## config.mk

```make
export PLATFORM = sky130hd
export DESIGN_NAME = adc_spi_sequencer
export DESIGN_NICKNAME = d
export VERILOG_FILES = /design/src/rtl/adc_spi_sequencer.sv
export SDC_FILE = /design/constraint.sdc
export NUM_CORES = 1
export LEC_CHECK = 0
export ABC_CLOCK_PERIOD_IN_PS = 4000
export BUFFER_PORTS_ARGS = -buffer_cell sky130_fd_sc_hd__buf_2
export CAP_MARGIN = 20
export CORE_MARGIN = 3
export CORE_UTILIZATION = 30
export CTS_CLUSTER_DIAMETER = 40
export DETAILED_ROUTE_END_ITERATION = 16
export PLACE_DENSITY = 0.5
export SETUP_SLACK_MARGIN = 0.4
export SYNTH_ARGS = -nofsm -noshare
export SYNTH_HDL_FRONTEND = slang
export SYNTH_SLANG_ARGS = --single-unit
```

## constraint.sdc

```tcl
create_clock -name CLK -period 4 [get_ports CLK]
set_input_delay 0 -clock CLK [delete_from_list [all_inputs] [get_ports CLK]]
set_output_delay 0 -clock CLK [all_outputs]
set_load 0.01 [all_outputs]
```

## src/rtl/adc_spi_sequencer.sv

```systemverilog
// adc_spi_sequencer: dual-ADC SPI burst sequencer with a DSP-bus register window.
// Both ADCs share SCLK/CS_n/DOUT; results land in a 10-word read window.
module adc_spi_sequencer #(
    parameter int unsigned CLK_DIV   = 10,
    parameter logic [13:0] ADDR_BASE = 14'h0060
) (
    input  logic        CLK,
    input  logic        RESET,
    input  logic        SOC,
    input  logic        wr_en,
    input  logic [13:0] wr_addr,
    input  logic [15:0] wr_data,
    input  logic        rd_en,
    input  logic [13:0] rd_addr,
    output logic [15:0] rd_data,
    output logic        rd_hit,
    output logic        adc_sclk,
    output logic        adc_cs_n,
    output logic        adc_dout,
    input  logic        adc_din1,
    input  logic        adc_din2,
    output logic        busy,
    output logic        eoc
);
    typedef enum logic [2:0] {IDLE, SETUP, SHIFT, HOLD, GAP, DONE} state_t;

    localparam logic [8:0] HALF_LAST = 9'(CLK_DIV - 1);
    localparam logic [8:0] GAP_LAST  = 9'(2 * CLK_DIV - 1);

    state_t      state_q, state_d;
    logic [8:0]  cnt_q, cnt_d;
    logic [4:0]  hc_q, hc_d;          // SCLK half-period index inside SHIFT
    logic [1:0]  ch_q, ch_d;
    logic [1:0]  nch_q;
    logic [2:0]  ctrl_q;              // {NCH[1:0], CONT}
    logic        go_q, ovr_q, valid_q;
    logic        soc_s1_q, soc_s2_q, soc_s3_q, soc_edge_q;
    logic [15:0] sr1_q, sr2_q;
    logic [15:0] res1_q [4];
    logic [15:0] res2_q [4];
    logic        sclk_q, cs_n_q, dout_q, busy_q, eoc_q;
    logic        sclk_d, cs_n_d, dout_d;
    logic        start_req, burst_start, sample_now, result_we;
    logic        wr_ctrl, wr_status, rd_hit_d;
    logic [13:0] wr_off, rd_off;
    logic [1:0]  rd_idx;
    logic [15:0] cmd, rd_mux, rd_data_q;
    logic [3:0]  bit_sel;
    logic        rd_hit_q;
    logic        unused_wr_data;

    assign wr_off         = wr_addr - ADDR_BASE;
    assign rd_off         = rd_addr - ADDR_BASE;
    assign rd_idx         = rd_off[1:0] - 2'd2;
    assign wr_ctrl        = wr_en && (wr_off == 14'd0);
    assign wr_status      = wr_en && (wr_off == 14'd1);
    assign start_req      = go_q | soc_edge_q;
    assign sample_now     = (state_q == SHIFT) && (cnt_q == HALF_LAST) && !hc_q[0];
    assign result_we      = (state_q == HOLD) && (cnt_q == 9'd0);
    assign rd_hit_d       = rd_en && (rd_off < 14'd10);
    assign unused_wr_data = ^wr_data[15:4];

    assign adc_sclk = sclk_q;
    assign adc_cs_n = cs_n_q;
    assign adc_dout = dout_q;
    assign busy     = busy_q;
    assign eoc      = eoc_q;
    assign rd_data  = rd_data_q;
    assign rd_hit   = rd_hit_q;

    // Synchronise SOC and register its rising edge as a one-cycle request.
    always_ff @(posedge CLK) begin
        if (RESET) begin
            soc_s1_q   <= 1'b0;
            soc_s2_q   <= 1'b0;
            soc_s3_q   <= 1'b0;
            soc_edge_q <= 1'b0;
        end else begin
            soc_s1_q   <= SOC;
            soc_s2_q   <= soc_s1_q;
            soc_s3_q   <= soc_s2_q;
            soc_edge_q <= soc_s2_q & ~soc_s3_q;
        end
    end

    // Burst sequencing: next state, timers and next values of the SPI pins.
    always_comb begin
        state_d     = state_q;
        cnt_d       = cnt_q + 9'd1;
        hc_d        = hc_q;
        ch_d        = ch_q;
        burst_start = 1'b0;
        unique case (state_q)
            IDLE: begin
                cnt_d = '0;
                if (start_req) begin
                    state_d     = SETUP;
                    ch_d        = '0;
                    burst_start = 1'b1;
                end
            end
            SETUP: begin
                if (cnt_q == HALF_LAST) begin
                    state_d = SHIFT;
                    cnt_d   = '0;
                    hc_d    = '0;
                end
            end
            SHIFT: begin
                if (cnt_q == HALF_LAST) begin
                    cnt_d = '0;
                    if (hc_q == 5'd31) state_d = HOLD;
                    else               hc_d    = hc_q + 5'd1;
                end
            end
            HOLD: begin
                if (cnt_q == HALF_LAST) begin
                    state_d = GAP;
                    cnt_d   = '0;
                end
            end
            GAP: begin
                if (cnt_q == GAP_LAST) begin
                    cnt_d = '0;
                    if (ch_q < nch_q) begin
                        state_d = SETUP;
                        ch_d    = ch_q + 2'd1;
                    end else begin
                        state_d = DONE;
                    end
                end
            end
            DONE: begin
                cnt_d = '0;
                // CONT is read live here so clearing it mid-burst stops after this burst.
                if (ctrl_q[0]) begin
                    state_d     = SETUP;
                    ch_d        = '0;
                    burst_start = 1'b1;
                end else begin
                    state_d = IDLE;
                end
            end
            default: state_d = IDLE;
        endcase
        cmd     = {1'b1, ch_q, 13'b0};
        bit_sel = 4'd15 - hc_d[4:1];
        sclk_d  = (state_d == SHIFT) ? hc_d[0] : 1'b1;
        cs_n_d  = !((state_d == SETUP) || (state_d == SHIFT) || (state_d == HOLD));
        dout_d  = (state_d == SHIFT) ? cmd[bit_sel] : 1'b0;
    end

    // State register with registered SPI pins, busy and eoc.
    always_ff @(posedge CLK) begin
        if (RESET) begin
            state_q <= IDLE;
            cnt_q   <= '0;
            hc_q    <= '0;
            ch_q    <= '0;
            nch_q   <= '0;
            sclk_q  <= 1'b1;
            cs_n_q  <= 1'b1;
            dout_q  <= 1'b0;
            busy_q  <= 1'b0;
            eoc_q   <= 1'b0;
        end else begin
            state_q <= state_d;
            cnt_q   <= cnt_d;
            hc_q    <= hc_d;
            ch_q    <= ch_d;
            if (burst_start) nch_q <= ctrl_q[2:1];
            sclk_q  <= sclk_d;
            cs_n_q  <= cs_n_d;
            dout_q  <= dout_d;
            busy_q  <= (state_d != IDLE);
            eoc_q   <= (state_d == DONE);
        end
    end

    // Capture both ADC streams on SCLK rising edges and store them on the first HOLD cycle.
    always_ff @(posedge CLK) begin
        if (RESET) begin
            sr1_q <= '0;
            sr2_q <= '0;
            for (int unsigned i = 0; i < 4; i++) begin
                res1_q[i] <= '0;
                res2_q[i] <= '0;
            end
        end else begin
            if (sample_now) begin
                sr1_q <= {sr1_q[14:0], adc_din1};
                sr2_q <= {sr2_q[14:0], adc_din2};
            end
            if (result_we) begin
                res1_q[ch_q] <= sr1_q;
                res2_q[ch_q] <= sr2_q;
            end
        end
    end

    // Control/status registers: GO pulse, sticky overrun and result-valid flag.
    always_ff @(posedge CLK) begin
        if (RESET) begin
            ctrl_q  <= '0;
            go_q    <= 1'b0;
            ovr_q   <= 1'b0;
            valid_q <= 1'b0;
        end else begin
            go_q <= wr_ctrl && wr_data[0];
            if (wr_ctrl) ctrl_q <= wr_data[3:1];
            if (start_req && (state_q != IDLE)) ovr_q <= 1'b1;
            else if (wr_status && wr_data[1])   ovr_q <= 1'b0;
            // A continuous-mode restart happens in DONE, so VALID stays set between bursts.
            if (state_q == DONE)  valid_q <= 1'b1;
            else if (burst_start) valid_q <= 1'b0;
        end
    end

    // Read-data select for the register window.
    always_comb begin
        rd_mux = '0;
        case (rd_off)
            14'd0:                      rd_mux = {12'b0, ctrl_q, 1'b0};
            14'd1:                      rd_mux = {13'b0, valid_q, ovr_q, busy_q};
            14'd2, 14'd3, 14'd4, 14'd5: rd_mux = res1_q[rd_idx];
            14'd6, 14'd7, 14'd8, 14'd9: rd_mux = res2_q[rd_idx];
            default:                    rd_mux = '0;
        endcase
    end

    // Registered read port: zero unless enabled and inside the window.
    always_ff @(posedge CLK) begin
        if (RESET) begin
            rd_data_q <= '0;
            rd_hit_q  <= 1'b0;
        end else begin
            rd_data_q <= rd_hit_d ? rd_mux : '0;
            rd_hit_q  <= rd_hit_d;
        end
    end
endmodule

```

==> tab_implementation.tex <==
\begin{tabular}{lr}
\hline
Metric & Value \\
\hline
\multicolumn{2}{l}{\textbf{Timing}} \\
Post-layout worst setup margin & $\sim$1.3 ns \\
Timing-limited maximum frequency & 374 MHz \\
Total count of hold-check failures in the final report & 0 \\
Slew of the pin with the lowest slew margin & roughly 0.86 ns \\
Part of the cycle the worst path needs & 0.669 \\
Count of final max-slew check failures & 0 \\
Clock tree skew after final layout & between 0.02 and 0.025 ns \\
Time the final worst path needs with I/O delays and setup & $\sim$2.7 ns \\
Minimum hold slack & approximately 0.026 ns \\
Setup repair after global routing missed its margin & false \\
Final setup violation count & 0 \\
Max-slew headroom at the worst pin & 0.427 \\
Accumulated negative setup slack & 0 ns \\
\multicolumn{2}{l}{\textbf{Finish}} \\
Multi-input gate area & approximately 3500 sq um \\
Final cell area excluding filler cells & 11,300 sq um \\
Count of fill cells added during filler insertion & 2,966 \\
Sequential cell area in the final layout & 5550 sq um \\
Nets & 911 \\
Inserted Diodes & 0 \\
Share of the core filled with cells & 0.376 \\
Area Overhead vs Synth & 21.3\% \\
Share of post-route cells with drive strength above 1 & 0.210 \\
\multicolumn{2}{l}{\textbf{Power}} \\
Static power due to leakage & about 4.4 nW \\
Max VDD drop & $\sim$0.25 mV \\
Int Power & 4.30 mW \\
Share of total power in sequential cells & 0.431 \\
Combinational share of power & 0.035 \\
Clock power share & 0.535 \\
Net switching power figure & approximately 1.2 mW \\
Sw Share & 0.222 \\
Total power per unit cell area & between 400 and 500 nW/um\^{}2 \\
\multicolumn{2}{l}{\textbf{Floorplanning}} \\
Number of ports placed on the die boundary & 73 \\
Core Region & roughly 30,000 sq um \\
Horizontal die dimension & 182 microns \\
Starting Density & 0.310 \\
Area of the die & 33,200 sq um \\
Number of standard-cell rows in the floorplan & 63 \\
DIE HEIGHT & $\sim$180 microns \\
\multicolumn{2}{l}{\textbf{Yosys}} \\
Top post-synthesis cells by area & edfxtp\_1 41\%, dfxtp\_1 18\%, mux4\_2 7.5\% \\
Synthesized-area fraction occupied by adder cells & 0.00939 \\
Net count after synthesis & 840 \\
Synth async-reset ratio & 0 \\
Post-synth cell types & 66 \\
Count leader, synth & edfxtp\_1 \\
Multiplexer area fraction after synthesis & 0.0836 \\
Count of mapped cells out of synthesis & approximately 780 \\
Netlist area before placement & roughly 9300 sq um \\
XOR/XNOR Fraction of Synth Area & 0.00939 \\
Post-synthesis simple-gate area fraction & 0.194 \\
Sequential share of the synthesized area & 0.595 \\
Synth Area per Inst & 11.9 sq um \\
Number of synthesized register bits & between 200 and 250 \\
Fraction of the mapped netlist area in compound gates & 0.0763 \\
Number of synthesized flops with an enable pin & about 130 \\
Top-area cell type share of the netlist area & 0.412 \\
Cell taking the most area after synthesis & edfxtp\_1 \\
Total number of yosys warnings & 0 \\
Commonest cells post-synth & 128 x edfxtp\_1, 85 x dfxtp\_1, 79 x nand2\_1 \\
Top flip-flop cell by instance count after synthesis & edfxtp\_1 \\
Dominant combinational cell family by area after synthesis & simple AND/OR/NAND/NOR gates \\
\multicolumn{2}{l}{\textbf{GRT}} \\
Via count of the first global-routing pass & $\sim$6,500 \\
Initial antenna violation count & 0 \\
Aggregate global routing overflow & 0 \\
Total routing usage reported by global routing & 0.137 \\
First-pass GRT wire length & $\sim$36,000 microns \\
Maximum number of pins on one net before global-route repair & 97 \\
\multicolumn{2}{l}{\textbf{Critical path}} \\
Cells on worst reg2reg path & 5 \\
Data arrival at the endpoint of the critical path & approximately 2.8 ns \\
Worst stage delay on the critical path & 0.57 ns \\
Top cell family by delay on the critical path & simple AND/OR/NAND/NOR gates \\
Nature of the critical path endpoint & flop \\
Cell-by-cell trace of the critical path & or4\_4, nor4\_1, and4\_1, a31o\_2, buf\_4 \\
Register-to-register setup slack & 1.32 ns \\
Cell count along the critical path & 5 \\
Slowest library cell on the worst path & or4\_4 \\
Startpoint class of the critical path & flop \\
Endpoint required time on the critical path & about 4.2 ns \\
Class of the most critical setup path & reg2reg \\
Maximum fanout along the worst path & 23 \\
Sum of buffers and inverters on the critical path & 1 \\
\multicolumn{2}{l}{\textbf{Route}} \\
Antenna Nets Post-Route & 0 \\
Routed vias/inst & around 4.9 \\
Final Routed Wirelength & roughly 22,000 microns \\
Iter 0 DRT Violations & about 360 \\
Number of vias in the routed layout & just over 6,000 \\
Drt pass-1 iters & 5 \\
Residual DRC count & 0 \\
Average detailed-routed wire length per instance & about 17 microns \\
\multicolumn{2}{l}{\textbf{Place}} \\
Gp weighted congestion & 0.719 \\
Placement-stage worst setup slack & between 1 and 1.5 ns \\
Number of input and output port buffers inserted & 60 \\
Half-perimeter wire length after detailed placement & roughly 12,000 microns \\
Post-Place Cell Area & roughly 10,000 sq um \\
\multicolumn{2}{l}{\textbf{Clocking}} \\
Maximum root-to-sink buffer count & 3 \\
CTS tree & yes \\
Clock sinks & about 210 \\
\# H-tree levels & 2 \\
Clock-pin slew of the registers on the worst-case setup and hold paths & 0.05 ns \\
Library cell used as clock root buffer & clkbuf\_16 \\
Post-cts hold buffer count & 11 \\
Number of gates resized after cts & 0 \\
Post-CTS Setup Bufs & 0 \\
Clock network latency to the later pin of the worst-skew pair & a little over 0.5 ns \\
Clock buffers created by TritonCTS & 34 \\
\multicolumn{2}{l}{\textbf{Hold path}} \\
Hold Crit Depth & 4 \\
Type of the tightest min-delay check & in2reg \\
\multicolumn{2}{l}{\textbf{Job}} \\
Number of max-capacitance violations reported & 0 \\
\multicolumn{2}{l}{\textbf{Run status}} \\
Outcome & finished, final reports clean \\
\hline
\end{tabular}
==> logic make-up (layout without fill, tap and decap cells) <==
logic type                 after synthesis  in the layout
muxes                                   39             39
buffers and inverters                   75            172
DFF                                    213            213
xor gates and xnor gates                10             10
adders and majority gates                7              7
and+or+nand+nor                        328            328
AOI/OAI and AO/OA                      110            110
==> cell type report <==
cell class / instances / area share
clock buffer: 37 / 0.0790
timing repair buffer: 87 / 0.0469
sequential: 213 / 0.490
multi-input combinational: 494 / 0.308
clock inverter: 25 / 0.0252
tap: 390 / 0.0431
inverter: 23 / 0.00763
==> worst paths after layout <==
kind | end | start
min reg2reg | soc_edge_q | soc_s3_q
max reg2reg | res1_q[3][11] | cnt_q[2]
max | res1_q[3][11] | cnt_q[2]
min | rd_data[0] | rd_addr[2]
==> registers in the layout, summed over array words and instances (netlist names), 5 cells and up <==
register and count:
res1_q 64, res2_q 64, rd_data 16, sr1_q 16, sr2_q 16, cnt_q 9
hc_q 5
==> stage by stage <==
stage | instances | total power, mW
after floorplan | 782 | 2.54
after global placement | 1196 | 2.62
after detailed placement | 1196 | 2.62
after CTS | 1269 | 5.61
after global routing | 1269 | 5.72
final | 1269 | 5.53
==> metal layers <==
layer | track usage | vias up | routed length, microns
li1 | - | 3013 | -
met1 | 0.177 | 2997 | 9950
met2 | 0.236 | 108 | 10900
met3 | 0.0237 | 37 | 742
met4 | 0.0396 | 0 | 412
met5 | 0 | - | 0
==> worst min-delay path, stage by stage <==
cell and delay [ns]:
buf_2 0.19, o31ai_1 0.10, a22oi_1 0.14, nor2_1 0.06
==> placed cells by master, fill, tap and decap left out, types with 8 or more instances in the layout <==
master         instances
a21oi_1               41
and2_1                66
and3_1                65
buf_2                 60
buf_4                 16
clkbuf_16             35
dfxtp_1               85
dlygate4sd3_1         11
edfxtp_1             128
inv_1                 23
mux4_2                31
nand2_1               79
nand3_1               23
nor2_1                41
nor2b_1               13
o21ai_0               23
xor2_1                 8
==> power groups by stage <==
stage / sequential [mW] / combinational [mW] / clock (mW)
after detailed placement: 2.43 / 0.190 / 0
after floorplan: 2.42 / 0.122 / 0
after CTS: 2.38 / 0.197 / 3.03
after global placement: 2.43 / 0.189 / 0
after global routing: 2.39 / 0.211 / 3.13
final: 2.38 / 0.191 / 2.96
No activity file was read; power rests on OpenSTA's default activity.
